`config.mk`:
```
export PLATFORM = sky130hd
export DESIGN_NAME = mcast_atomicity_monitor
export DESIGN_NICKNAME = d
export VERILOG_FILES = /design/src/rtl/mcast_atomicity_monitor.sv
export SDC_FILE = /design/constraint.sdc
export NUM_CORES = 1
export LEC_CHECK = 0
export CAP_MARGIN = 20
export CORE_AREA = 2 2 127 129
export CTS_CLUSTER_SIZE = 16
export DETAILED_ROUTE_END_ITERATION = 7
export DIE_AREA = 0 0 129 131
export PLACE_DENSITY = 0.73
export SLEW_MARGIN = 15
export SYNTH_ARGS = -nofsm -noshare
export SYNTH_HDL_FRONTEND = slang
export SYNTH_SLANG_ARGS = --single-unit
```
`constraint.sdc`:
```
create_clock -name clk -period 7.5 [get_ports clk]
set_input_delay 1.5 -clock clk [delete_from_list [all_inputs] [get_ports clk]]
set_output_delay 1.5 -clock clk [all_outputs]
set_load 0.02 [all_outputs]
```
`src/rtl/mcast_atomicity_monitor.sv`:
```
// mcast_atomicity_monitor
//
// Run-time checker for multicast delivery through the router crossbar. It
// watches head pops, output handshakes and per-output input selects. For each
// input it flags:
//   1 PARTIAL : some, but not all, outputs selecting the input fired
//   2 NOPOP   : an output fired from the input but its head was not popped
//   3 GHOST   : the head was popped but no output fired from it
//   4 MASK    : the fired set disagrees with the head destination mask
//               (unicast mode: the fired set is not exactly one output)
//   5 STALL   : the head stayed valid and unpopped for STALL_MAX cycles
// The first violation is latched (code, input, cycle stamp) until clear.
// Saturating counters track multicast pops and violation events.
//
// Ports
//   clk, rst_n        clock, synchronous active-low reset
//   clear             synchronous clear of sticky error state, counters, stall timers
//   enable_mcast      1 = multicast mode, 0 = unicast mode
//   fifo_pop          per-input head pop
//   head_valid        per-input FIFO non-empty
//   dest_mask         per-input destination mask, input i at [i*NPORTS +: NPORTS]
//   out_valid/ready   per-output handshake
//   sel_in            per-output source select, output o at [o*SEL_W +: SEL_W]
//   err_valid         sticky: a violation has been captured
//   err_code/port     code and input index of the first captured violation
//   err_cycle         cycle stamp of the first captured violation
//   mcast_cnt         saturating count of multicast pops (fanout >= 2)
//   viol_cnt          saturating count of per-input violation events
//   viol_now          per-input violation pulse for the previous cycle
module mcast_atomicity_monitor #(
    parameter int NPORTS    = 5,
    parameter int SEL_W     = 3,
    parameter int CNT_W     = 16,
    parameter int STALL_MAX = 256
) (
    input  logic                     clk,
    input  logic                     rst_n,
    input  logic                     clear,
    input  logic                     enable_mcast,
    input  logic [NPORTS-1:0]        fifo_pop,
    input  logic [NPORTS-1:0]        head_valid,
    input  logic [NPORTS*NPORTS-1:0] dest_mask,
    input  logic [NPORTS-1:0]        out_valid,
    input  logic [NPORTS-1:0]        out_ready,
    input  logic [NPORTS*SEL_W-1:0]  sel_in,
    output logic                     err_valid,
    output logic [2:0]               err_code,
    output logic [SEL_W-1:0]         err_port,
    output logic [CNT_W-1:0]         err_cycle,
    output logic [CNT_W-1:0]         mcast_cnt,
    output logic [CNT_W-1:0]         viol_cnt,
    output logic [NPORTS-1:0]        viol_now
);

    localparam int ST_W = $clog2(STALL_MAX + 1);

    localparam logic [ST_W-1:0]  ST_ZERO  = {ST_W{1'b0}};
    localparam logic [ST_W-1:0]  ST_ONE   = ST_W'(1);
    localparam logic [ST_W-1:0]  ST_PRE   = ST_W'(STALL_MAX - 1);
    localparam logic [ST_W-1:0]  ST_TOP   = ST_W'(STALL_MAX);
    localparam logic [CNT_W-1:0] CNT_ZERO = {CNT_W{1'b0}};
    localparam logic [CNT_W-1:0] CNT_ONE  = CNT_W'(1);
    localparam logic [SEL_W-1:0] SEL_ZERO = {SEL_W{1'b0}};
    localparam logic [SEL_W-1:0] SEL_ONE  = SEL_W'(1);
    localparam logic [SEL_W-1:0] SEL_TWO  = SEL_W'(2);

    // Number of set bits in an NPORTS-wide vector; NPORTS < 2^SEL_W so it fits.
    function automatic logic [SEL_W-1:0] popcnt(input logic [NPORTS-1:0] v);
        logic [SEL_W-1:0] acc;
        acc = SEL_ZERO;
        for (int k = 0; k < NPORTS; k++) begin
            acc = acc + {{(SEL_W-1){1'b0}}, v[k]};
        end
        return acc;
    endfunction

    // Counter increment that sticks at all-ones instead of wrapping.
    function automatic logic [CNT_W-1:0] sat_add(input logic [CNT_W-1:0] a,
                                                 input logic [SEL_W-1:0] b);
        logic [CNT_W+SEL_W-1:0] sum;
        logic [CNT_W-1:0]       res;
        sum = {{SEL_W{1'b0}}, a} + {{CNT_W{1'b0}}, b};
        if (sum > {{SEL_W{1'b0}}, {CNT_W{1'b1}}}) begin
            res = {CNT_W{1'b1}};
        end else begin
            res = sum[CNT_W-1:0];
        end
        return res;
    endfunction

    // Lowest violation code present in a rule vector (bit k = code k+1).
    function automatic logic [2:0] first_code(input logic [4:0] r);
        logic [2:0] c;
        if (r[0]) begin
            c = 3'd1;
        end else if (r[1]) begin
            c = 3'd2;
        end else if (r[2]) begin
            c = 3'd3;
        end else if (r[3]) begin
            c = 3'd4;
        end else if (r[4]) begin
            c = 3'd5;
        end else begin
            c = 3'd0;
        end
        return c;
    endfunction

    // State registers
    logic [CNT_W-1:0]             cyc_q, cyc_d;
    logic [NPORTS-1:0][ST_W-1:0]  stall_q, stall_d;
    logic                         err_valid_q, err_valid_d;
    logic [2:0]                   err_code_q, err_code_d;
    logic [SEL_W-1:0]             err_port_q, err_port_d;
    logic [CNT_W-1:0]             err_cycle_q, err_cycle_d;
    logic [CNT_W-1:0]             mcast_cnt_q, mcast_cnt_d;
    logic [CNT_W-1:0]             viol_cnt_q, viol_cnt_d;
    logic [NPORTS-1:0]            viol_now_q, viol_now_d;

    // Per-cycle derived signals
    logic [NPORTS-1:0][NPORTS-1:0] v_set_s;
    logic [NPORTS-1:0][NPORTS-1:0] f_set_s;
    logic [NPORTS-1:0]             stall_hit_s;
    logic [NPORTS-1:0][4:0]        rule_s;
    logic [NPORTS-1:0]             viol_s;
    logic [NPORTS-1:0]             mc_s;
    logic [2:0]                    cap_code_s;
    logic [SEL_W-1:0]              cap_port_s;

    // Group valid and firing outputs by the input they select. A select
    // value >= NPORTS never equals a legal input index, so that output is idle.
    always_comb begin
        v_set_s = {(NPORTS*NPORTS){1'b0}};
        f_set_s = {(NPORTS*NPORTS){1'b0}};
        for (int o = 0; o < NPORTS; o++) begin
            for (int i = 0; i < NPORTS; i++) begin
                if (sel_in[o*SEL_W +: SEL_W] == SEL_W'(i)) begin
                    v_set_s[i][o] = out_valid[o];
                    f_set_s[i][o] = out_valid[o] & out_ready[o];
                end else begin
                    v_set_s[i][o] = 1'b0;
                    f_set_s[i][o] = 1'b0;
                end
            end
        end
    end

    // Stall timers: count blocked head cycles, flag on the cycle the count
    // reaches STALL_MAX, then hold there so an episode flags only once.
    always_comb begin
        stall_d     = stall_q;
        stall_hit_s = {NPORTS{1'b0}};
        for (int i = 0; i < NPORTS; i++) begin
            stall_hit_s[i] = head_valid[i] & ~fifo_pop[i] & (stall_q[i] == ST_PRE);
            if (clear) begin
                stall_d[i] = ST_ZERO;
            end else if (!head_valid[i] || fifo_pop[i]) begin
                stall_d[i] = ST_ZERO;
            end else if (stall_q[i] != ST_TOP) begin
                stall_d[i] = stall_q[i] + ST_ONE;
            end else begin
                stall_d[i] = ST_TOP;
            end
        end
    end

    // Evaluate the five rules for every input and the multicast-pop flags.
    always_comb begin
        rule_s = {(NPORTS*5){1'b0}};
        viol_s = {NPORTS{1'b0}};
        mc_s   = {NPORTS{1'b0}};
        for (int i = 0; i < NPORTS; i++) begin
            rule_s[i][0] = (|f_set_s[i]) & (f_set_s[i] != v_set_s[i]);
            rule_s[i][1] = (|f_set_s[i]) & ~fifo_pop[i];
            rule_s[i][2] = fifo_pop[i] & ~(|f_set_s[i]);
            if (enable_mcast) begin
                rule_s[i][3] = fifo_pop[i] & (f_set_s[i] != dest_mask[i*NPORTS +: NPORTS]);
            end else begin
                rule_s[i][3] = fifo_pop[i] & (popcnt(f_set_s[i]) != SEL_ONE);
            end
            rule_s[i][4] = stall_hit_s[i];
            viol_s[i]    = |rule_s[i];
            mc_s[i]      = fifo_pop[i] & (popcnt(f_set_s[i]) >= SEL_TWO);
        end
    end

    // Pick the report for capture: scanning downward lets the lowest
    // violating input win, and first_code picks its lowest code.
    always_comb begin
        cap_code_s = 3'd0;
        cap_port_s = SEL_ZERO;
        for (int i = NPORTS - 1; i >= 0; i--) begin
            cap_code_s = viol_s[i] ? first_code(rule_s[i]) : cap_code_s;
            cap_port_s = viol_s[i] ? SEL_W'(i) : cap_port_s;
        end
    end

    // Next state for counters and sticky capture; clear discards this
    // cycle's findings entirely. The cycle stamp keeps running through clear.
    always_comb begin
        cyc_d       = cyc_q + CNT_ONE;
        err_valid_d = err_valid_q;
        err_code_d  = err_code_q;
        err_port_d  = err_port_q;
        err_cycle_d = err_cycle_q;
        mcast_cnt_d = mcast_cnt_q;
        viol_cnt_d  = viol_cnt_q;
        viol_now_d  = {NPORTS{1'b0}};
        if (clear) begin
            err_valid_d = 1'b0;
            err_code_d  = 3'd0;
            err_port_d  = SEL_ZERO;
            err_cycle_d = CNT_ZERO;
            mcast_cnt_d = CNT_ZERO;
            viol_cnt_d  = CNT_ZERO;
        end else begin
            mcast_cnt_d = sat_add(mcast_cnt_q, popcnt(mc_s));
            viol_cnt_d  = sat_add(viol_cnt_q, popcnt(viol_s));
            viol_now_d  = viol_s;
            if (!err_valid_q && (|viol_s)) begin
                err_valid_d = 1'b1;
                err_code_d  = cap_code_s;
                err_port_d  = cap_port_s;
                err_cycle_d = cyc_q;
            end else begin
                err_valid_d = err_valid_q;
            end
        end
    end

    // State register with synchronous active-low reset.
    always_ff @(posedge clk) begin
        if (!rst_n) begin
            cyc_q       <= CNT_ZERO;
            stall_q     <= {(NPORTS*ST_W){1'b0}};
            err_valid_q <= 1'b0;
            err_code_q  <= 3'd0;
            err_port_q  <= SEL_ZERO;
            err_cycle_q <= CNT_ZERO;
            mcast_cnt_q <= CNT_ZERO;
            viol_cnt_q  <= CNT_ZERO;
            viol_now_q  <= {NPORTS{1'b0}};
        end else begin
            cyc_q       <= cyc_d;
            stall_q     <= stall_d;
            err_valid_q <= err_valid_d;
            err_code_q  <= err_code_d;
            err_port_q  <= err_port_d;
            err_cycle_q <= err_cycle_d;
            mcast_cnt_q <= mcast_cnt_d;
            viol_cnt_q  <= viol_cnt_d;
            viol_now_q  <= viol_now_d;
        end
    end

    assign err_valid = err_valid_q;
    assign err_code  = err_code_q;
    assign err_port  = err_port_q;
    assign err_cycle = err_cycle_q;
    assign mcast_cnt = mcast_cnt_q;
    assign viol_cnt  = viol_cnt_q;
    assign viol_now  = viol_now_q;

endmodule

```
==> impl_metrics.ini, run 1 <==
[status]
status = finished, final reports clean

[power]
leakage_nw = 3.60
power_density_mw_per_mm2 = 182
ir_drop_uv = 145

[setup_path]
crit_type = primary input to flip-flop
crit_path_top_delay_cell = clkdlybuf4s50_1
cp_common_cell = fa_1
worstPathRequired_ns = 7.78
critPathBufInv = 3
crit_path_max_incr_delay_ns = 0.51
reg2reg_from = stall_q[27]
crit_path_start = sel_in[0]
crit_arrival_ns = 7.28
path_delay_family = adder cells
worstPathCellList = clkdlybuf4s50_1 > nor4bb_2 > and2b_1 > fa_1 > fa_1 > inv_1 > ha_1 > o41ai_1 > a41oi_1 > nor4b_4 > fa_1 > fa_1 > inv_1 > ha_1 > fa_1 > a21o_1 > nand2_1 > nor2_1 > and2_1 > nand2_1 > xor2_1 > a21oi_1
cp-start-kind = primary input
endpoint_kind = flip-flop
cp_max_fo = 6

[timing]
hold_slack_ns = 0.447
hold_viol = 0
setup_tns_ns = 0
worst_pin_slew_ns = 0.789
rsz0062_at_grt = false
min_period_ns = 7.01
finClkSkew_ns = 0.00914
slew_viol_final = 0
setup_viol = 0
fin_crit_sh_pct = 93.4
max_freq_ghz = 0.143
relSlewSlack_pct = 46.7

[yosys]
synthMuxAreaShare_pct = 0.269
synthFlopType = dfxtp_1
synth_seq_cells = 121
syn-num-nets = 1025
avgSynthCellArea_um2 = 8.29
synth_top_area_share_pct = 32.6
yosys.area.top_type = dfxtp_1
yosysSeqAreaShare_pct = 32.6
synth_compound_area_share_pct = 10.7
synth-xor-area-share_pct = 9.67
synth_cells = 896
synth_area_leaders = dfxtp_1 33%, ha_1 8.3%, xnor2_1 5.7%, nor2_1 4.6%, fa_1 4.3%
synth_fa_ha_area_share_pct = 12.6
ys_warn_count = 0
syn_area_mm2 = 0.00743
synth_top_family_by_area = simple AND/OR/NAND/NOR gates
synth_edf_count = 0
synthArstFlopShare_pct = 0
ys_types = 71
synthSimpleGateAreaFrac_pct = 28.8

[routing]
wl_per_cell_um = 14.6
wl_um = 18400
via_per_inst = 5.19
ant_nets = 0
drtPass1Iterations = 5
drcViolationCount = 0
drtIter0Drc = 384
vias = 6520

[clock_network]
cts.htree.levels = 4
cts_buffers = 17
root_buffer = clkbuf_16
clockBufferDepth = 2
clk_pin_slew_worst_paths_ns = 0.05
clkLatencyLatePin_ns = 0.41
ctsHoldBuffers = 0
tritoncts = yes
clkSinkCount = 121

[final_layout]
area_growth_pct = 28.8
n_antenna_cell = 0
layout_common_cells = 123 x clkdlybuf4s50_1, 121 x dfxtp_1, 92 x nor2_1
drive_above_1_share_pct = 5.96
fin_cells = 1256
final_common_cell = clkdlybuf4s50_1
nets = 1157

[floorplan]
ios = 124
rows = 46
chipHeight_um = 131
dieArea_mm2 = 0.0169
initial_utilization_pct = 47.6
die-width_um = 129
fp.coreArea_mm2 = 0.0156

[grt]
antenna_found_initial = 0
grt_overflow = 0
grt_pass1_vias = 6084
grt.total_usage_pct = 22.1
grt_pass1_wl_um = 29700
grt_max_degree = 53

[worst_hold_path]
hp-class = flip-flop to flip-flop
hp-start = err_cycle[15]

[placed_design]
port_buffers = 123
gp_congestion = 0.867
dp.cells = 1224
hpwl_um = 13900

[run]
cap_violations = 0
## metrics by stage
stage | util, % | worst slack, ns | total power, W | cell area [µm²]
6_report | 61.3 | 0.495 | 0.00174 | 9560
5_1_grt | 61.3 | 0.0839 | 0.00182 | 9560
4_1_cts | 61.1 | 0.354 | 0.00175 | 9530
3_5_place_dp | 57.3 | -0.0535 | 0.000937 | 8940
3_3_place_gp | 57.3 | 0.0457 | 0.000938 | 8940
2_1_floorplan | - | 0.686 | 0.000830 | 7430
## power breakdown
| group | switching, W | internal (W) |
|---|---|---|
| Combinational | 0.000141 | 0.000123 |
| Sequential | 0.00000913 | 0.000656 |
| Clock | 0.000273 | 0.000534 |
| Total | 0.000423 | 0.00131 |
## Yosys cell counts (all sizes together), types with 4 or more instances
master and count:
a41oi 5, nor4 7, nand2 80, nor2 94, buf 7, ha 49
clkbuf 15, a21oi 45, nor4b 12, nand3 54, o21ai 27, inv 82
dfxtp 121, xnor2 48, fa 16, o21a 4, or3b 4, nor3 20
o31ai 6, nand2b 8, xor2 34, nand4 16, nand3b 6, a21o 4
nor3b 9, o22ai 6, nor2b 24, and3 14, and2 27
## worst reg2reg max path: cells and delay by family, from the launching register on
kind / cells / cell delay [ns]
adders and majority gates: 5 / 1.51
and+or+nand+nor: 10 / 1.33
AOI/OAI and AO/OA: 3 / 0.84
DFF: 1 / 0.36
buffers and inverters: 2 / 0.23
xor gates and xnor gates: 1 / 0.14
## path summary, 6_finish.rpt
kind	depth (start not counted)	endpoint	slack (ns)
setup / recovery	22	viol_cnt[10]	0.49
hold / removal	2	err_cycle[15]	0.45
setup reg to reg	21	viol_cnt[10]	2.95
hold reg to reg	2	err_cycle[15]	0.45
## what timing repair did
| action | in CTS | in global routing |
|---|---|---|
| gates resized for setup | 0 | 2 |
| endpoints found under the setup margin | 0 | 13 |
| setup buffers | 0 | 0 |
## sequential cells by signal (all words and copies together), names as in the netlist
name / cells
stall_q: 45
cyc_q: 16
err_cycle: 16
mcast_cnt: 16
viol_cnt: 16
viol_now: 5
err_code: 3
err_port: 3
err_valid: 1
## per-layer routing
layer  vias up  global-route usage, %  wire length (µm)
met5         -                      0                 0
met1      2993                   30.4              8810
li1       3319                      -                 -
met4         0                   6.14               318
met3        28                   6.72              1370
met2       180                   33.8              7890
## layout make-up
class | instances | area (µm²)
Inverter | 82 | 308
Multi-Input combinational cell | 671 | 4640
Fill cell | 1378 | 6030
Timing Repair Buffer | 135 | 1340
Clock buffer | 22 | 464
Clock inverter | 9 | 123
Sequential cell | 121 | 2420
Tap cell | 216 | 270
## cell families after synthesis
kind of cell	count (synthesis)
multiplexers	2
AO/OA/AOI/OAI	125
AND/OR/NAND/NOR	397
flip-flops	121
XOR/XNOR	82
buffers and inverters	104
adder cells (fa/ha/maj)	65
(Power assumes the default switching activity.)
==> inputs of run 2 (changes only) <==
--- a/config.mk
+++ b/config.mk
@@ -6,10 +6,9 @@
 export NUM_CORES = 1
 export LEC_CHECK = 0
 export CAP_MARGIN = 20
-export CORE_AREA = 2 2 127 129
-export CTS_CLUSTER_SIZE = 16
+export CORE_AREA = 2 2 108 151
 export DETAILED_ROUTE_END_ITERATION = 7
-export DIE_AREA = 0 0 129 131
+export DIE_AREA = 0 0 110 153
 export PLACE_DENSITY = 0.73
 export SLEW_MARGIN = 15
 export SYNTH_ARGS = -nofsm -noshare
==> run 2 against run 1 <==
Via count up 2.4%. Die area shrank 0.41%. Largest cell class unchanged. Global-route usage up 0.59 points.
==> impl_metrics.ini, run 2 (same netlist as run 1, synthesis figures left out) <==
[routing]
wl_per_cell_um = 15.1
wl_um = 18700
ant_nets = 0
drtPass1Iterations = 5
drtIter0Drc = 385
drcViolationCount = 0
vias = 6678
via_per_inst = 5.40

[floorplan]
chipHeight_um = 153
fp.coreArea_mm2 = 0.0155
dieArea_mm2 = 0.0168
ios = 124
initial_utilization_pct = 48.0
die-width_um = 110
rows = 54

[setup_path]
crit_arrival_ns = 7.26
reg2reg_from = stall_q[27]
cp_max_fo = 8
endpoint_kind = flip-flop
worstPathCellList = clkdlybuf4s50_1 > nand3b_2 > nor2_2 > fa_1 > fa_1 > inv_1 > ha_1 > o41ai_2 > a41oi_1 > nor4b_4 > fa_1 > fa_1 > inv_1 > ha_1 > fa_1 > a21o_1 > nand2_1 > nor2_1 > and2_1 > nand2_1 > xor2_1 > a21oi_1
worstPathRequired_ns = 7.78
cp_common_cell = fa_1
crit_path_top_delay_cell = fa_1
ff2ff_path_depth = 20
crit_type = primary input to flip-flop
cp-start-kind = primary input
ff2ff_setup_slack_ns = 2.87
crit_path_max_incr_delay_ns = 0.50
r2r_end = viol_cnt[1]

[grt]
grt_max_degree = 41
grt_pass1_vias = 6539
met2_usage_pct = 37.8
grt_util_met1_pct = 28.2
grt.total_usage_pct = 22.7
top_usage_layer = met2
grtUsageMet3_pct = 4.09
grt_overflow = 0
grt_pass1_wl_um = 30300
antenna_found_initial = 0

[power]
clkPwrFrac_pct = 46.9
p_comb_share_pct = 15.3
power_density_mw_per_mm2 = 185
p_sw_share_pct = 27.1
leakage_nw = 3.60
ir_drop_uv = 151
intPower_w = 0.00129
seq_power_share_pct = 37.7
power.switching_w = 0.000478

[placed_design]
gp_congestion = 0.982
port_buffers = 123
hpwl_um = 14000
placed_area_mm2 = 0.00891

[timing]
min_period_ns = 6.98
rsz0062_at_grt = false
setup_viol = 0
hold_viol = 0
slew_viol_final = 0
max_freq_ghz = 0.143
setup_tns_ns = 0
fin_crit_sh_pct = 93.0
relSlewSlack_pct = 45.5
finClkSkew_ns = 0.0157
worst_pin_slew_ns = 0.815

[clock_network]
clkSinkCount = 121
clkLatencyLatePin_ns = 0.42
ctsHoldBuffers = 0
cts_buffers = 17
clk_pin_slew_worst_paths_ns = 0.06
cts.htree.levels = 4
tritoncts = yes
root_buffer = clkbuf_16
clockBufferDepth = 2

[final_layout]
n_antenna_cell = 0
regMostFlops = stall_q
final_common_cell = clkdlybuf4s50_1
fin_util_pct = 61.8
fillers = 1388
multi_input_area_mm2 = 0.00464
drive_above_1_share_pct = 6.44
final_area_mm2 = 0.00956
nets = 1157
layout_common_cells = 123 x clkdlybuf4s50_1, 121 x dfxtp_1, 92 x nor2_1
area_growth_pct = 28.7
largest_register_ffs = 45
seq_area_mm2 = 0.00242

[worst_hold_path]
min_to = err_cycle[5]
hp-start = err_cycle[5]
whs_path_depth = 2
hp-class = flip-flop to flip-flop

[status]
status = finished, final reports clean

[run]
cap_violations = 0
-- run 2: area by class of cell --
cell class	instances	area share, %
Multi-Input combinational cell	671	48.6
Sequential cell	121	25.3
Timing Repair Buffer	135	14.0
Clock buffer	18	4.59
Inverter	82	3.22
Tap cell	196	2.56
Clock inverter	14	1.70
-- run 2: critical path: cells and delay by family --
kind | cells | cell delay (ns)
AO/OA/AOI/OAI | 4 | 0.77
buffers and inverters | 3 | 0.58
adder cells (fa/ha/maj) | 7 | 2.81
XOR/XNOR | 1 | 0.14
AND/OR/NAND/NOR | 7 | 1.46
-- run 2: how the worst max path moves through the flow --
stage	from	endpoint
after floorplan	sel_in[9]	viol_cnt[10]
after global placement	sel_in[0]	viol_cnt[0]
after detailed placement	sel_in[9]	viol_cnt[10]
after CTS	sel_in[9]	viol_cnt[2]
after global routing	sel_in[0]	viol_cnt[14]
final	sel_in[9]	viol_cnt[8]
-- run 2: power by group through the flow --
stage               Combinational, W  Clock, W  Sequential, W
floorplan                   0.000142         0       0.000688
global placement            0.000259         0       0.000679
detailed placement          0.000261         0       0.000679
CTS                         0.000269  0.000843       0.000666
global route                0.000299  0.000871       0.000667
finish                      0.000270  0.000828       0.000666
-- run 2: through the flow --
| step | hold WS [ns] | worst slack [ns] | power (W) | std cells |
|---|---|---|---|---|
| after floorplan | 0.430 | 0.686 | 0.000830 | 896 |
| after global placement | 0.439 | 0.129 | 0.000938 | 1204 |
| after detailed placement | 0.441 | -0.0739 | 0.000940 | 1204 |
| after CTS | 0.450 | 0.294 | 0.00178 | 1236 |
| after global routing | 0.457 | 0.0987 | 0.00184 | 1237 |
| final | 0.447 | 0.521 | 0.00176 | 1237 |
-- run 2: routing by layer --
metal  part of all wire [%]  wire [µm]
met1                     43       8070
met3                    6.2       1160
met4                    3.2        603
met5                      0          0
met2                     47       8900
-- run 2: timing repair --
item	in CTS	in global routing
buffers inserted	0	0
gates resized for setup	0	3
setup endpoints to repair	0	14
